[config.mk]
export PLATFORM = sky130hd
export DESIGN_NAME = min_window_ctrl
export DESIGN_NICKNAME = d
export VERILOG_FILES = /design/src/rtl/min_pkg.sv /design/src/rtl/min_track_core.sv /design/src/rtl/min_window_ctrl.sv
export SDC_FILE = /design/constraint.sdc
export NUM_CORES = 1
export LEC_CHECK = 0
export ABC_AREA = 1
export BUFFER_PORTS_ARGS = -buffer_cell sky130_fd_sc_hd__buf_2
export CAP_MARGIN = 20
export CELL_PAD_IN_SITES_DETAIL_PLACEMENT = 0
export CELL_PAD_IN_SITES_GLOBAL_PLACEMENT = 1
export CORE_MARGIN = 1
export CORE_UTILIZATION = 34
export DETAILED_ROUTE_END_ITERATION = 8
export HOLD_SLACK_MARGIN = 0.02
export PLACE_DENSITY = 0.85
export SETUP_SLACK_MARGIN = 0.2
export SYNTH_ARGS = -nofsm -noshare
export SYNTH_HDL_FRONTEND = slang
export SYNTH_SLANG_ARGS = --single-unit
[constraint.sdc]
create_clock -name clk -period 3.4 [get_ports clk]
set_clock_uncertainty 0.15 [all_clocks]
set_input_delay 0.34 -clock clk [delete_from_list [all_inputs] [get_ports clk]]
set_output_delay 0.34 -clock clk [all_outputs]
set_load 0.1 [all_outputs]
[src/rtl/min_pkg.sv]
// Shared types and constants for the windowed running-minimum sequencer.
package min_pkg;

   typedef enum logic [1:0] {
      IDLE    = 2'd0,
      COLLECT = 2'd1,
      RESULT  = 2'd2
   } state_e;

   localparam int unsigned MAX_WIDTH = 64;

   // All-ones value of the given width, right-aligned; used as the running-min start value.
   function automatic logic [MAX_WIDTH-1:0] min_init(input int unsigned width);
      logic [MAX_WIDTH-1:0] v;
      v = '0;
      for (int unsigned i = 0; i < MAX_WIDTH; i++) begin
         if (i < width) v[i] = 1'b1;
      end
      return v;
   endfunction

endpackage

[src/rtl/min_track_core.sv]
// Running-minimum register with clear and update enable.
module min_track_core
   import min_pkg::*;
#(
   parameter int unsigned WIDTH = 2
) (
   input  logic             clk,
   input  logic             rst,
   input  logic             clear,
   input  logic             update,
   input  logic [WIDTH-1:0] data,
   output logic [WIDTH-1:0] min_val,
   output logic [WIDTH-1:0] min_next,
   output logic             is_zero
);

   localparam logic [MAX_WIDTH-1:0] INIT_FULL = min_init(WIDTH);
   localparam logic [WIDTH-1:0]     MIN_INIT  = INIT_FULL[WIDTH-1:0];

   logic [WIDTH-1:0] min_q, min_d;

   // Candidate minimum including the sample offered this cycle; equal values keep the old min.
   always_comb begin
      min_next = min_q;
      if (update && (data < min_q)) min_next = data;
   end

   // Clear wins over update so a new window always starts from all-ones.
   always_comb begin
      min_d = min_next;
      if (clear) min_d = MIN_INIT;
   end

   // Running-minimum register.
   always_ff @(posedge clk) begin
      if (rst) min_q <= MIN_INIT;
      else     min_q <= min_d;
   end

   assign min_val = min_q;
   assign is_zero = (min_q == '0);

endmodule

[src/rtl/min_window_ctrl.sv]
// Splits a valid/ready sample stream into fixed windows and returns each window's minimum.
module min_window_ctrl
   import min_pkg::*;
#(
   parameter int unsigned WIDTH  = 2,
   parameter int unsigned WINDOW = 4
) (
   input  logic             clk,
   input  logic             rst,
   input  logic             start,
   input  logic             abort,
   input  logic             run,
   input  logic             s_valid,
   output logic             s_ready,
   input  logic [WIDTH-1:0] s_data,
   output logic             m_valid,
   input  logic             m_ready,
   output logic [WIDTH-1:0] m_data,
   output logic             min_zero,
   output logic             busy
);

   localparam int unsigned CW = (WINDOW > 1) ? $clog2(WINDOW) : 1;

   state_e           state_q, state_d;
   logic [CW-1:0]    cnt_q, cnt_d;
   logic [WIDTH-1:0] m_data_q, m_data_d;
   logic             accept, last, clear;
   logic [WIDTH-1:0] min_val, min_next;
   logic             is_zero;

   assign accept = s_valid && s_ready;
   assign last   = (cnt_q == CW'(WINDOW - 1));

   min_track_core #(.WIDTH(WIDTH)) u_core (
      .clk      (clk),
      .rst      (rst),
      .clear    (clear),
      .update   (accept),
      .data     (s_data),
      .min_val  (min_val),
      .min_next (min_next),
      .is_zero  (is_zero)
   );

   // State, counter and result registers.
   always_ff @(posedge clk) begin
      if (rst) begin
         state_q  <= IDLE;
         cnt_q    <= '0;
         m_data_q <= '0;
      end else begin
         state_q  <= state_d;
         cnt_q    <= cnt_d;
         m_data_q <= m_data_d;
      end
   end

   // Next-state: abort overrides everything, start only counts in IDLE.
   always_comb begin
      state_d = state_q;
      unique case (state_q)
         IDLE:    if (start) state_d = COLLECT;
         COLLECT: if (accept && last) state_d = RESULT;
         RESULT:  if (m_ready) state_d = run ? COLLECT : IDLE;
         default: state_d = IDLE;
      endcase
      if (abort) state_d = IDLE;
   end

   // Outputs decoded from the current state; abort blocks any sample in its cycle.
   always_comb begin
      s_ready  = (state_q == COLLECT) && !abort;
      m_valid  = (state_q == RESULT);
      busy     = (state_q != IDLE);
      min_zero = (state_q != IDLE) && is_zero;
   end

   // Counter, min clear and result capture; the captured result includes the last sample.
   always_comb begin
      cnt_d    = cnt_q;
      m_data_d = m_data_q;
      clear    = abort || ((state_q != COLLECT) && (state_d == COLLECT));
      if (abort || (state_q != COLLECT)) begin
         cnt_d = '0;
      end else if (accept) begin
         cnt_d = last ? '0 : cnt_q + CW'(1);
      end
      if (accept && last) m_data_d = min_next;
   end

   assign m_data = m_data_q;

endmodule
# Yosys cells after proc, flatten, opt, wreduce, memory -nomap -nowiden
# Cells that the tools add are included.
[totals]
in_bits = 9
mem_bits_rw = 0
elab_cells = 33
regBits = 8
romBits = 0
latch_bits = 0
output_inout_bits = 6
memories = 0
[classes]
n_bitwise = 0
div = 0
n_eq_ne = 5
add_sub_neg = 1
mul = 0
reduce_logical = 14
muxes = 8
shift = 0
magnitude_cmp = 1
[op_table]
columns = ["operator", "n"]
rows = [
  ["$mux W2", 6],
  ["$logic_and A1 B1 Y1", 6],
  ["$pmux W2 S3", 1],
  ["$eq A2 B1 Y1 const B", 2],
  ["$eq A2 B2 Y1 const B", 2],
  ["$logic_not A2 Y1", 2],
  ["$reduce_or A2 Y1", 2],
  ["$add A2 B1 Y2 const B", 1],
  ["$logic_or A1 B1 Y1", 2],
  ["$lt A2 B2 Y1", 1],
  ["$ne A2 B1 Y1 const B", 1],
  ["$reduce_bool A2 Y1", 1],
  ["$logic_not A1 Y1", 1],
  ["$mux W1", 1],
]

# Logic depth before layout (Yosys ltp)
# Gate-level depths: netlist of run 1.
[logic_depth]
word_depth = 11
depth_mapped = 8
ltp_nobuf = 8

# Modules after synthesis
# Synthesis of run 1 repeated with hierarchy kept, for this count alone.
[hier_totals]
hier_cells = 71
hier_area_um2 = 469.2
[modules_own_cells]
columns = ["module", "area_each_um2", "n_inst", "cells_per_inst", "seq_area_each_um2"]
rows = [
  ["min_window_ctrl", 335.3, 1, 51, 120.1],
  ["min_track_core", 133.9, 1, 20, 40.0],
]

# Worst setup path before layout of run 1
# Ideal clock, no wire load.
[synth_path]
path_type = "reg2out"
start = "register state_q[0]"
end = "output min_zero"
path_stages_with_launch = 5
n_path_buf = 0
t_required_ns = 2.910
arrival_time_ns = 3.236
setup_slack_ns = -0.326
cell_sequence = "dfxtp_1 -> inv_1 -> nand2_1 -> inv_2 -> nor3_1"
[synth_between]
elab_chain_cells = 2
[synth_lines]
columns = ["element", "line_no", "source"]
rows = [
  ["start, declared", "min_window_ctrl.sv:25", "state_e state_q, state_d;"],
  ["start signal, assigned", "min_window_ctrl.sv:53", "state_q <= state_d;"],
  ["$reduce_bool A2 Y1", "n/a", ""],
  ["via busy", "min_window_ctrl.sv:20", "output logic busy"],
  ["$logic_and A1 B1 Y1", "min_window_ctrl.sv:76", "min_zero = (state_q != IDLE) && is_zero;"],
  ["end, declared", "min_window_ctrl.sv:19", "output logic min_zero,"],
]
# The timed path passes the listed nets, and every way through them passes these cells.

# Final worst setup path of run 1
[layout_path]
start = "register state_q[0]"
end = "output min_zero"
[layout_between]
elab_chain_cells = 2
[layout_lines]
columns = ["element", "line_no"]
rows = [
  ["$reduce_bool A2 Y1", "min_window_ctrl.sv:76"],
  ["$logic_and A1 B1 Y1", "min_window_ctrl.sv:76"],
]
# Every way passes these cells.

==> metrics.txt, run 1 <==
post-route ant nets 0; mean routed wirelength per cell 9.154 um; number of antenna violations at the first check in global routing 0; Worst Slack Setup Final 1.525 ns; Syn Inst Count 72; count of placed standard cells including taps 101; die area 1583 um2; number of buffers added on ports 14; vias in the first global route 405; Critical Path Start Type register; number of storage elements in the synthesis netlist 8; most common cell after layout, fill and taps aside nand2_1; Synth Cell Area 485.5 um2; post-route clock period utilization 0.5513; LEAKAGE 0.3577 nW; top-level I/O count 15; proportion of layout cells with a drive suffix above 1 0.3258; fraction of the yosys area taken by sequential cells 0.3299; total via count in the routed design 472; area growth from synthesis to layout 23.97%; number of design rule violations left after detail routing 0; Sw Pwr 0.00005458 W; clock latency of the later-clocked register in the worst-skew pair 0.25 ns; number of placement rows 13; Final Hold Slack 0.1376 ns; iteration count of the initial detailed-routing pass 3; worst slew pin tran 0.4850 ns; clock tree from TritonCTS yes; largest area contributor in the synthesized netlist dfxtp_1; Net count, final 102; biggest fanout along the worst timing path 3; die height 39.79 um; post-cts sizing count 0; share of power burned in registers 0.480; GP Congestion 0.7530; total gr overflow 0; worst path arrival time 1.38 ns; master of the slowest instance on the critical path buf_2; leading cell types in the layout, fill and taps excluded 16 x nand2_1, 14 x buf_2, 11 x inv_1; total clock sinks 8; combinational share of power 0.145; Avg Synthesized Cell Area 6.743 um2; wire length reported by the detailed router 952 um; pin count of the biggest net entering global routing 9; internal power contribution 0.0001435 W; maximum frequency from static timing analysis 0.5335 GHz; Setup Fix Bufs, Post-CTS 0; Clock Tree Buf Depth 2; hold buffer count at CTS 0; category of the most critical setup path reg -> out; root buf cell clkbuf_4; max-slew violation count 0; share of Yosys cell area claimed by the top area cell type 0.3299; required arrival time at the worst endpoint 2.91 ns; core area 1318 um2; Iter 0 DRT Violations 6; Top Family by Delay on Critical Path buffers and inverters; half-perimeter wire length of the detailed placement result 801.5 um; VDD IR max 0.1261 mV; class of the tightest hold or removal check in -> reg; setup repair after global routing missed its margin false; starting density of the core 0.3685; Global Route Usage Sum 0.1449; number of buffers created by CTS 3; count of warnings emitted by yosys 0; biggest cell delay along the critical path 0.44 ns; outcome finished clean; floorplan die width 39.79 um; cells along the critical path inv_1, nand2_1, inv_2, nor3_2, buf_2; setup tns final 0 ns; Area contributors post-synth dfxtp_1 33%, nand2_1 12%, inv_1 8.5%; net count after synthesis 83; Slew headroom 0.6789; global-route wire length before repair 1.524 mm; via count normalized by instance count 4.538; number of maximum-capacitance constraint violations 0; clock-pin slew on the worst setup and hold paths 0.06 ns; number of failing setup endpoints in the final timing report 0; Power per Cell Area 329.2 nW/um2; switching share of power 0.2755; Distinct cells, synth 19; post-placement worst setup slack 1.787 ns; Critical Path End Type primary output; post-route non-filler standard cell count 104; final number of hold-violating endpoints 0; H-Tree Depth 1; min Tclk post-route 1.875 ns; fraction of power consumed by the clock network 0.375; Antenna Cells 0; combined buffer and inverter count along the critical path 3
## layout make-up
class	count	area [um2]
multi-input combinational	49	274.0
clock buffer	3	22.52
sequential	8	160.2
tap	15	18.77
timing repair buffer	14	70.07
inverter	15	56.30
fill	157	715.7
## path summary, 6_finish.rpt
| kind | from | endpoint | slack [ns] | cells past startpoint |
|---|---|---|---|---|
| max | state_q[0]$_SDFF_PP0_ | min_zero | 1.53 | 5 |
| min | rst | state_q[0]$_SDFF_PP0_ | 0.14 | 2 |
| max reg2reg | u_core.min_val[1]$_SDFF_PP1_ | m_data[1]$_SDFFE_PP0P_ | 1.85 | 8 |
| min reg2reg | cnt_q[1]$_SDFFE_PP0P_ | cnt_q[1]$_SDFFE_PP0P_ | 0.36 | 2 |
## cell usage after synthesis (all sizes together)
| library cell | count |
|---|---|
| ha | 2 |
| o21ai | 2 |
| nor3 | 2 |
| nor2 | 8 |
| a21oi | 5 |
| or2 | 1 |
| nand2 | 18 |
| nand3b | 1 |
| dfxtp | 8 |
| nand4 | 1 |
| inv | 15 |
| o21a | 1 |
| nand3 | 8 |
## registers in the layout (all words and copies together) (netlist names)
signal	cells
m_data	2
cnt_q	2
u_core.min_val	2
state_q	2
## metrics by stage
step	utilization	total power [W]	area (um2)
final	0.4568	0.0001981	601.8
after global placement	0.4397	0.0001259	579.3
after detailed placement	0.4397	0.0001261	579.3
after global routing	0.4568	0.0002031	601.8
after floorplan	-	0.0001166	490.5
after CTS	0.4568	0.0001974	601.8
## per-layer routing
metal,GRT usage,vias to the layer above,routed length (um)
met4,0.07759,0,0
met2,0.2377,9,456
met3,0.01705,0,22
met5,0,-,0
li1,-,260,-
met1,0.1809,203,473
## kinds of logic (layout without fill, tap and decap cells)
family / Yosys count / count (layout) / share of synthesized area
AO/OA/AOI/OAI: 8 / 8 / 0.09537
adder cells (fa/ha/maj): 2 / 2 / 0.05154
buffers and inverters: 15 / 32 / 0.1160
flip-flops: 8 / 8 / 0.3299
AND/OR/NAND/NOR: 39 / 39 / 0.4073
## power groups by stage
| stage | Sequential, W | Clock (W) | Combinational (W) |
|---|---|---|---|
| after floorplan | 0.0000971 | 0 | 0.0000194 |
| after global placement | 0.0000972 | 0 | 0.0000288 |
| after detailed placement | 0.0000972 | 0 | 0.0000289 |
| after CTS | 0.0000951 | 0.0000732 | 0.0000290 |
| after global routing | 0.0000952 | 0.0000762 | 0.0000317 |
| final | 0.0000951 | 0.0000743 | 0.0000287 |
No activity file was read; power rests on OpenSTA's default activity.
==> inputs of run 2 (changes only) <==
--- a/config.mk
+++ b/config.mk
@@ -11,10 +11,10 @@
 export CELL_PAD_IN_SITES_DETAIL_PLACEMENT = 0
 export CELL_PAD_IN_SITES_GLOBAL_PLACEMENT = 1
 export CORE_MARGIN = 1
-export CORE_UTILIZATION = 34
+export CORE_UTILIZATION = 29
 export DETAILED_ROUTE_END_ITERATION = 8
 export HOLD_SLACK_MARGIN = 0.02
-export PLACE_DENSITY = 0.85
+export PLACE_DENSITY = 0.78
 export SETUP_SLACK_MARGIN = 0.2
 export SYNTH_ARGS = -nofsm -noshare
 export SYNTH_HDL_FRONTEND = slang
==> constraint.sdc (replaced) <==
create_clock -name clk -period 1.6 [get_ports clk]
set_clock_uncertainty 0.15 [all_clocks]
set_input_delay 0.16 -clock clk [delete_from_list [all_inputs] [get_ports clk]]
set_output_delay 0.16 -clock clk [all_outputs]
set_load 0.1 [all_outputs]
==> run 2 against run 1 <==
  * Via count grew 5.7%
  * Sequential share of layout area shrank 3.6 points
  * Flip-flop and latch count is the same
  * Clock power grew 130%
  * Total power grew 130%
  * Routed wire length grew 0.63%
  * Register-to-register slack lost 1.7 ns
  * Clock-buffer cell count grew 1
  * Combinational power grew to 2.8 times the previous value
  * Critical path depth is the same
  * First-iteration DRC count shrank 33%
  * Die area grew 16%
  * Critical path type unchanged
  * Critical endpoint unchanged
  * Largest cell class unchanged
==> metrics.txt, run 2 (same netlist as run 1, synthesis figures left out) <==
die area 1842 um2 (+16%); area used by sequential logic in the layout 173.9 um2 (+8.6%); Sw Pwr 0.0001281 W (+130%); number of failing setup endpoints in the final timing report 0 (unchanged); share of power burned in registers 0.442 (-0.038); root buf cell clkbuf_4; global-route wire length before repair 1.600 mm (+5.0%); number of maximum-capacitance constraint violations 0 (unchanged); vias in the first global route 412 (+1.7%); max-slew violation count 0 (unchanged); total power draw 0.0004510 W (+130%); mean routed wirelength per cell 8.789 um (-4.0%); total via count in the routed design 499 (+5.7%); clock-pin slew on the worst setup and hold paths 0.06 ns (about the same); fraction of power consumed by the clock network 0.381 (+0.006); number of buffers created by CTS 3 (unchanged); cell area after layout 755.7 um2 (+26%); number of antenna violations at the first check in global routing 0 (unchanged); Net count, final 105 (+2.9%); iteration count of the initial detailed-routing pass 3 (unchanged); most common cell after layout, fill and taps aside nand2_1; Critical Path Start Type register; LEAKAGE 0.3991 nW (+12%); setup repair after global routing missed its margin true; Slew headroom 0.6805 (+0.001579); clock tree from TritonCTS yes; Power per Cell Area 596.8 nW/um2 (+81%); biggest fanout along the worst timing path 3 (unchanged); Clock Tree Buf Depth 2 (unchanged); GP Congestion 0.7707 (+2.4%); post-route ant nets 0 (unchanged); Critical Path End Type primary output; floorplan die width 42.92 um (+7.9%); via count normalized by instance count 4.578 (+0.87%); H-Tree Depth 1 (unchanged); required arrival time at the worst endpoint 1.29 ns (-1.62 ns); fill count 164 (+4.5%); fraction of the core area covered by cells at the end of the flow 0.4903 (+0.03347); VDD IR max 0.3746 mV (+200%); clock latency of the later-clocked register in the worst-skew pair 0.26 ns (about the same); area occupied by multi-input gates 324.1 um2 (+18%); outcome finished clean; total clock sinks 8 (unchanged); class of the tightest hold or removal check in -> reg; min Tclk post-route 1.426 ns; Final Hold Slack 0.07898 ns (-0.05864 ns); switching share of power 0.2841 (+0.008596); Antenna Cells 0 (unchanged); die height 42.92 um (+7.9%); half-perimeter wire length of the detailed placement result 776.1 um (-3.2%); worst path arrival time 1.12 ns (-0.26 ns); combinational share of power 0.177 (+0.032); pin count of the biggest net entering global routing 7 (-2); post-placement worst setup slack 0.1094 ns (-1.677 ns); top-level I/O count 15 (unchanged); starting density of the core 0.3149 (-0.05354); number of design rule violations left after detail routing 0 (unchanged); leading cell types in the layout, fill and taps excluded 15 x nand2_1, 10 x buf_2, 8 x inv_1, 8 x nand3_1, 6 x nor2_1; worst slew pin tran 0.4826 ns (-0.002386 ns); Post-DP Area 681.9 um2 (+18%); proportion of layout cells with a drive suffix above 1 0.4516 (+0.1258); core area 1541 um2 (+17%); wire length reported by the detailed router 958 um (+0.63%); number of placement rows 14 (+1); internal power contribution 0.0003229 W (+120%); Global Route Usage Sum 0.1203 (-0.02460); total gr overflow 0 (unchanged); area growth from synthesis to layout 55.67%; category of the most critical setup path reg -> out; Iter 0 DRT Violations 4 (-2); number of buffers added on ports 14 (unchanged); final number of hold-violating endpoints 0 (unchanged); post-route clock period utilization 0.8914; maximum frequency from static timing analysis 0.7011 GHz; Worst Slack Setup Final 0.1737 ns (-1.352 ns)
-- run 2: changes by cell type in the layout (fill, tap and decap cells not counted), sizes merged --
cell / before / now
dlygate4sd3: 0 / 1
clkbuf: 3 / 4
buf: 14 / 16
-- run 2: worst max-delay path: stages (launching register included) --
cell,delay (ns)
dfxtp_4,0.38
inv_6,0.05
nand2_8,0.06
inv_4,0.03
nor3_4,0.14
buf_12,0.20
-- run 2: through the flow --
stage	TNS, ns	cells
6_report	0	109
5_1_grt	0	109
4_1_cts	0	108
3_5_place_dp	0	102
3_3_place_gp	0	102
2_1_floorplan	-0.1414	72
-- run 2: final timing paths --
path                                                   start                      to  slack (ns)  depth (start not counted)
worst max-delay path                   state_q[0]$_SDFF_PP0_                min_zero        0.17                          5
worst min-delay path                                 m_ready   state_q[1]$_SDFF_PP0_        0.08                          3
worst max register to register  u_core.min_val[1]$_SDFF_PP1_  m_data[1]$_SDFFE_PP0P_        0.20                          8
worst min register to register         cnt_q[1]$_SDFFE_PP0P_   cnt_q[1]$_SDFFE_PP0P_        0.32                          2
-- run 2: final cells by class --
type | instances | share of cell area
clock buffer | 4 | 0.03477
inverter | 15 | 0.09106
multi-input combinational | 49 | 0.4288
sequential | 8 | 0.2301
tap | 16 | 0.02649
timing repair buffer | 17 | 0.1887
-- run 2: per-layer routing --
| metal | up-vias | wire, um | track usage |
|---|---|---|---|
| li1 | 272 | - | - |
| met1 | 212 | 467 | 0.1484 |
| met2 | 13 | 425 | 0.1788 |
| met3 | 2 | 46 | 0.03830 |
| met4 | 0 | 19 | 0.07500 |
| met5 | - | 0 | 0 |
-- run 2: power by group through the flow --
stage,Sequential (W),Combinational (W),Clock (W)
2_1_floorplan,0.000206,0.0000480,0
3_5_place_dp,0.000206,0.0000724,0
5_1_grt,0.000199,0.0000859,0.000196
3_3_place_gp,0.000206,0.0000721,0
4_1_cts,0.000200,0.0000783,0.000175
6_report,0.000199,0.0000800,0.000172
-- run 2: timing repair --
| item | in CTS | in global routing |
|---|---|---|
| resized for setup | 4 | 4 |
| hold endpoints to repair | 1 | 0 |
| setup buffers | 1 | 1 |
| pin swaps | 3 | 4 |
| hold buffers | 1 | 0 |
| setup endpoints to repair | 6 | 7 |
==> inputs of run 3 (changes only) <==
--- a/config.mk
+++ b/config.mk
@@ -14,6 +14,7 @@
 export CORE_UTILIZATION = 29
 export DETAILED_ROUTE_END_ITERATION = 8
 export HOLD_SLACK_MARGIN = 0.02
+export MAX_ROUTING_LAYER = met4
 export PLACE_DENSITY = 0.78
 export SETUP_SLACK_MARGIN = 0.2
 export SYNTH_ARGS = -nofsm -noshare
==> run 3 against run 2 <==
  * Fmax is essentially flat
  * Cell count is the same
  * Clock-buffer cell count is the same
  * Flip-flop and latch count is the same
  * First-iteration DRC count is the same
  * Total power is essentially flat
  * Cell area is the same
  * Critical endpoint unchanged
  * Largest power group unchanged
==> metrics.txt, run 3 (same netlist as run 1, synthesis figures left out) <==
top-level I/O count 15 (unchanged); half-perimeter wire length of the detailed placement result 776.1 um (unchanged); Clock Tree Buf Depth 2 (unchanged); biggest fanout along the worst timing path 3 (unchanged); Global Route Usage Sum 0.1235 (+0.003254); Sw Pwr 0.0001281 W (about the same); most common cell after layout, fill and taps aside nand2_1; fraction of the core area covered by cells at the end of the flow 0.4903 (unchanged); reg-to-reg critical path endpoint m_data[1]$_SDFFE_PP0P_; Critical Path End Type primary output; setup repair after global routing missed its margin true; core area 1541 um2 (unchanged); die area 1842 um2 (unchanged); reg2reg start u_core.min_val[1]$_SDFF_PP1_; switching share of power 0.2840 (about the same); iteration count of the initial detailed-routing pass 3 (unchanged); Critical Path Start Type register; worst path arrival time 1.12 ns (about the same); share of power burned in registers 0.442 (about the same); Final Hold Slack 0.07910 ns (+0.0001228 ns); number of placement rows 14 (unchanged); total via count in the routed design 499 (unchanged); post-route ant nets 0 (unchanged); vias in the first global route 411 (-0.24%); pin count of the biggest net entering global routing 7 (unchanged); Slew headroom 0.6805 (unchanged); Antenna Cells 0 (unchanged); wire length reported by the detailed router 958 um (unchanged); number of design rule violations left after detail routing 0 (unchanged); outcome finished clean; post-route non-filler standard cell count 109 (unchanged); fill count 164 (unchanged); leading cell types in the layout, fill and taps excluded 15 x nand2_1, 10 x buf_2, 8 x inv_1, 8 x nand3_1, 6 x nor2_1; mean routed wirelength per cell 8.789 um (unchanged); number of failing setup endpoints in the final timing report 0 (unchanged); reg2reg path depth 8 (unchanged); Net count, final 105 (unchanged); required arrival time at the worst endpoint 1.29 ns (about the same); count of placed standard cells including taps 102 (unchanged); starting density of the core 0.3149 (unchanged); critical hold path startpoint m_ready; clock tree from TritonCTS yes; LEAKAGE 0.3991 nW (unchanged); VDD IR max 0.3746 mV (about the same); H-Tree Depth 1 (unchanged); total gr overflow 0 (unchanged); area growth from synthesis to layout 55.67% (unchanged); global-route wire length before repair 1.600 mm (unchanged); total power draw 0.0004510 W (about the same); max-slew violation count 0 (unchanged); root buf cell clkbuf_4; number of maximum-capacitance constraint violations 0 (unchanged); clock-pin slew on the worst setup and hold paths 0.06 ns (about the same); floorplan die width 42.92 um (unchanged); class of the tightest hold or removal check in -> reg; GP Congestion 0.7812 (+1.4%); maximum frequency from static timing analysis 0.7012 GHz (about the same); clock latency of the later-clocked register in the worst-skew pair 0.26 ns (about the same); worst slew pin tran 0.4826 ns (+0.0000009537 ns); number of buffers added on ports 14 (unchanged); number of antenna violations at the first check in global routing 0 (unchanged); total clock sinks 8 (unchanged); setup tns final 0 ns (unchanged); die height 42.92 um (unchanged); category of the most critical setup path reg -> out; Worst Hold Depth 3 (unchanged); Iter 0 DRT Violations 4 (unchanged); internal reg-to-reg setup slack 0.20 ns (about the same); fraction of power consumed by the clock network 0.381 (about the same); min Tclk post-route 1.426 ns (-0.00007700 ns); via count normalized by instance count 4.578 (unchanged); number of buffers created by CTS 3 (unchanged); end point of the most critical hold path state_q[1]$_SDFF_PP0_; internal power contribution 0.0003229 W (about the same); combinational share of power 0.177 (about the same); post-route clock period utilization 0.8914 (about the same); Power per Cell Area 596.7 nW/um2 (about the same); final number of hold-violating endpoints 0 (unchanged); proportion of layout cells with a drive suffix above 1 0.4516 (unchanged)
[run 3: cell counts in the layout (fill, tap and decap cells not counted)]
Identical to the previous run, type by type.
[run 3: per-stage QoR]
step | cell area, um2 | worst slack (ns)
after floorplan | 546.8 | -0.1414
after global placement | 681.9 | 0.1197
after detailed placement | 681.9 | 0.1094
after CTS | 740.7 | 0.1604
after global routing | 755.7 | 0.1134
final | 755.7 | 0.1738
[run 3: how the worst max path moves through the flow]
stage          slack, ns                         start  depth (start not counted)                      to
2_1_floorplan      -0.14         state_q[0]$_SDFF_PP0_                          4                min_zero
3_3_place_gp        0.12  u_core.min_val[1]$_SDFF_PP1_                          8  m_data[1]$_SDFFE_PP0P_
3_5_place_dp        0.11  u_core.min_val[1]$_SDFF_PP1_                          8  m_data[1]$_SDFFE_PP0P_
4_1_cts             0.16         state_q[0]$_SDFF_PP0_                          5                min_zero
5_1_grt             0.11         state_q[0]$_SDFF_PP0_                          5                min_zero
6_report            0.17         state_q[0]$_SDFF_PP0_                          5                min_zero
[run 3: final cells by class]
| cell class | instances | area, um2 | share of cell area |
|---|---|---|---|
| multi-input combinational | 49 | 324.1 | 0.4288 |
| sequential | 8 | 173.9 | 0.2301 |
| timing repair buffer | 17 | 142.6 | 0.1887 |
| inverter | 15 | 68.82 | 0.09106 |
| clock buffer | 4 | 26.28 | 0.03477 |
| tap | 16 | 20.02 | 0.02649 |
[run 3: what timing repair did]
| action | in CTS | in global routing |
|---|---|---|
| buffers inserted | 1 | 1 |
| endpoints found under the hold margin | 1 | 0 |
| endpoints found under the setup margin | 6 | 7 |
| pin swaps | 3 | 4 |
| gates resized for setup | 4 | 4 |
| hold buffers | 1 | 0 |
[run 3: worst max-delay path, stage by stage, from the launching register on]
cell and delay, ns:
dfxtp_4 0.38, inv_6 0.05, nand2_8 0.06, inv_4 0.03, nor3_4 0.14, buf_12 0.20
[run 3: power by group through the flow]
stage | Clock, W | Combinational [W] | Sequential (W)
global route | 0.000196 | 0.0000859 | 0.000199
floorplan | 0 | 0.0000480 | 0.000206
CTS | 0.000175 | 0.0000783 | 0.000200
finish | 0.000172 | 0.0000800 | 0.000199
global placement | 0 | 0.0000721 | 0.000206
detailed placement | 0 | 0.0000724 | 0.000206
[run 3: per-layer routing]
layer | GRT usage | vias to the layer above | share of wire
met1 | 0.1484 | 210 | 0.48
li1 | - | 272 | -
met4 | 0.07500 | 0 | 0.030
met2 | 0.1788 | 13 | 0.44
met5 | - | - | 0
met3 | 0.03830 | 4 | 0.050
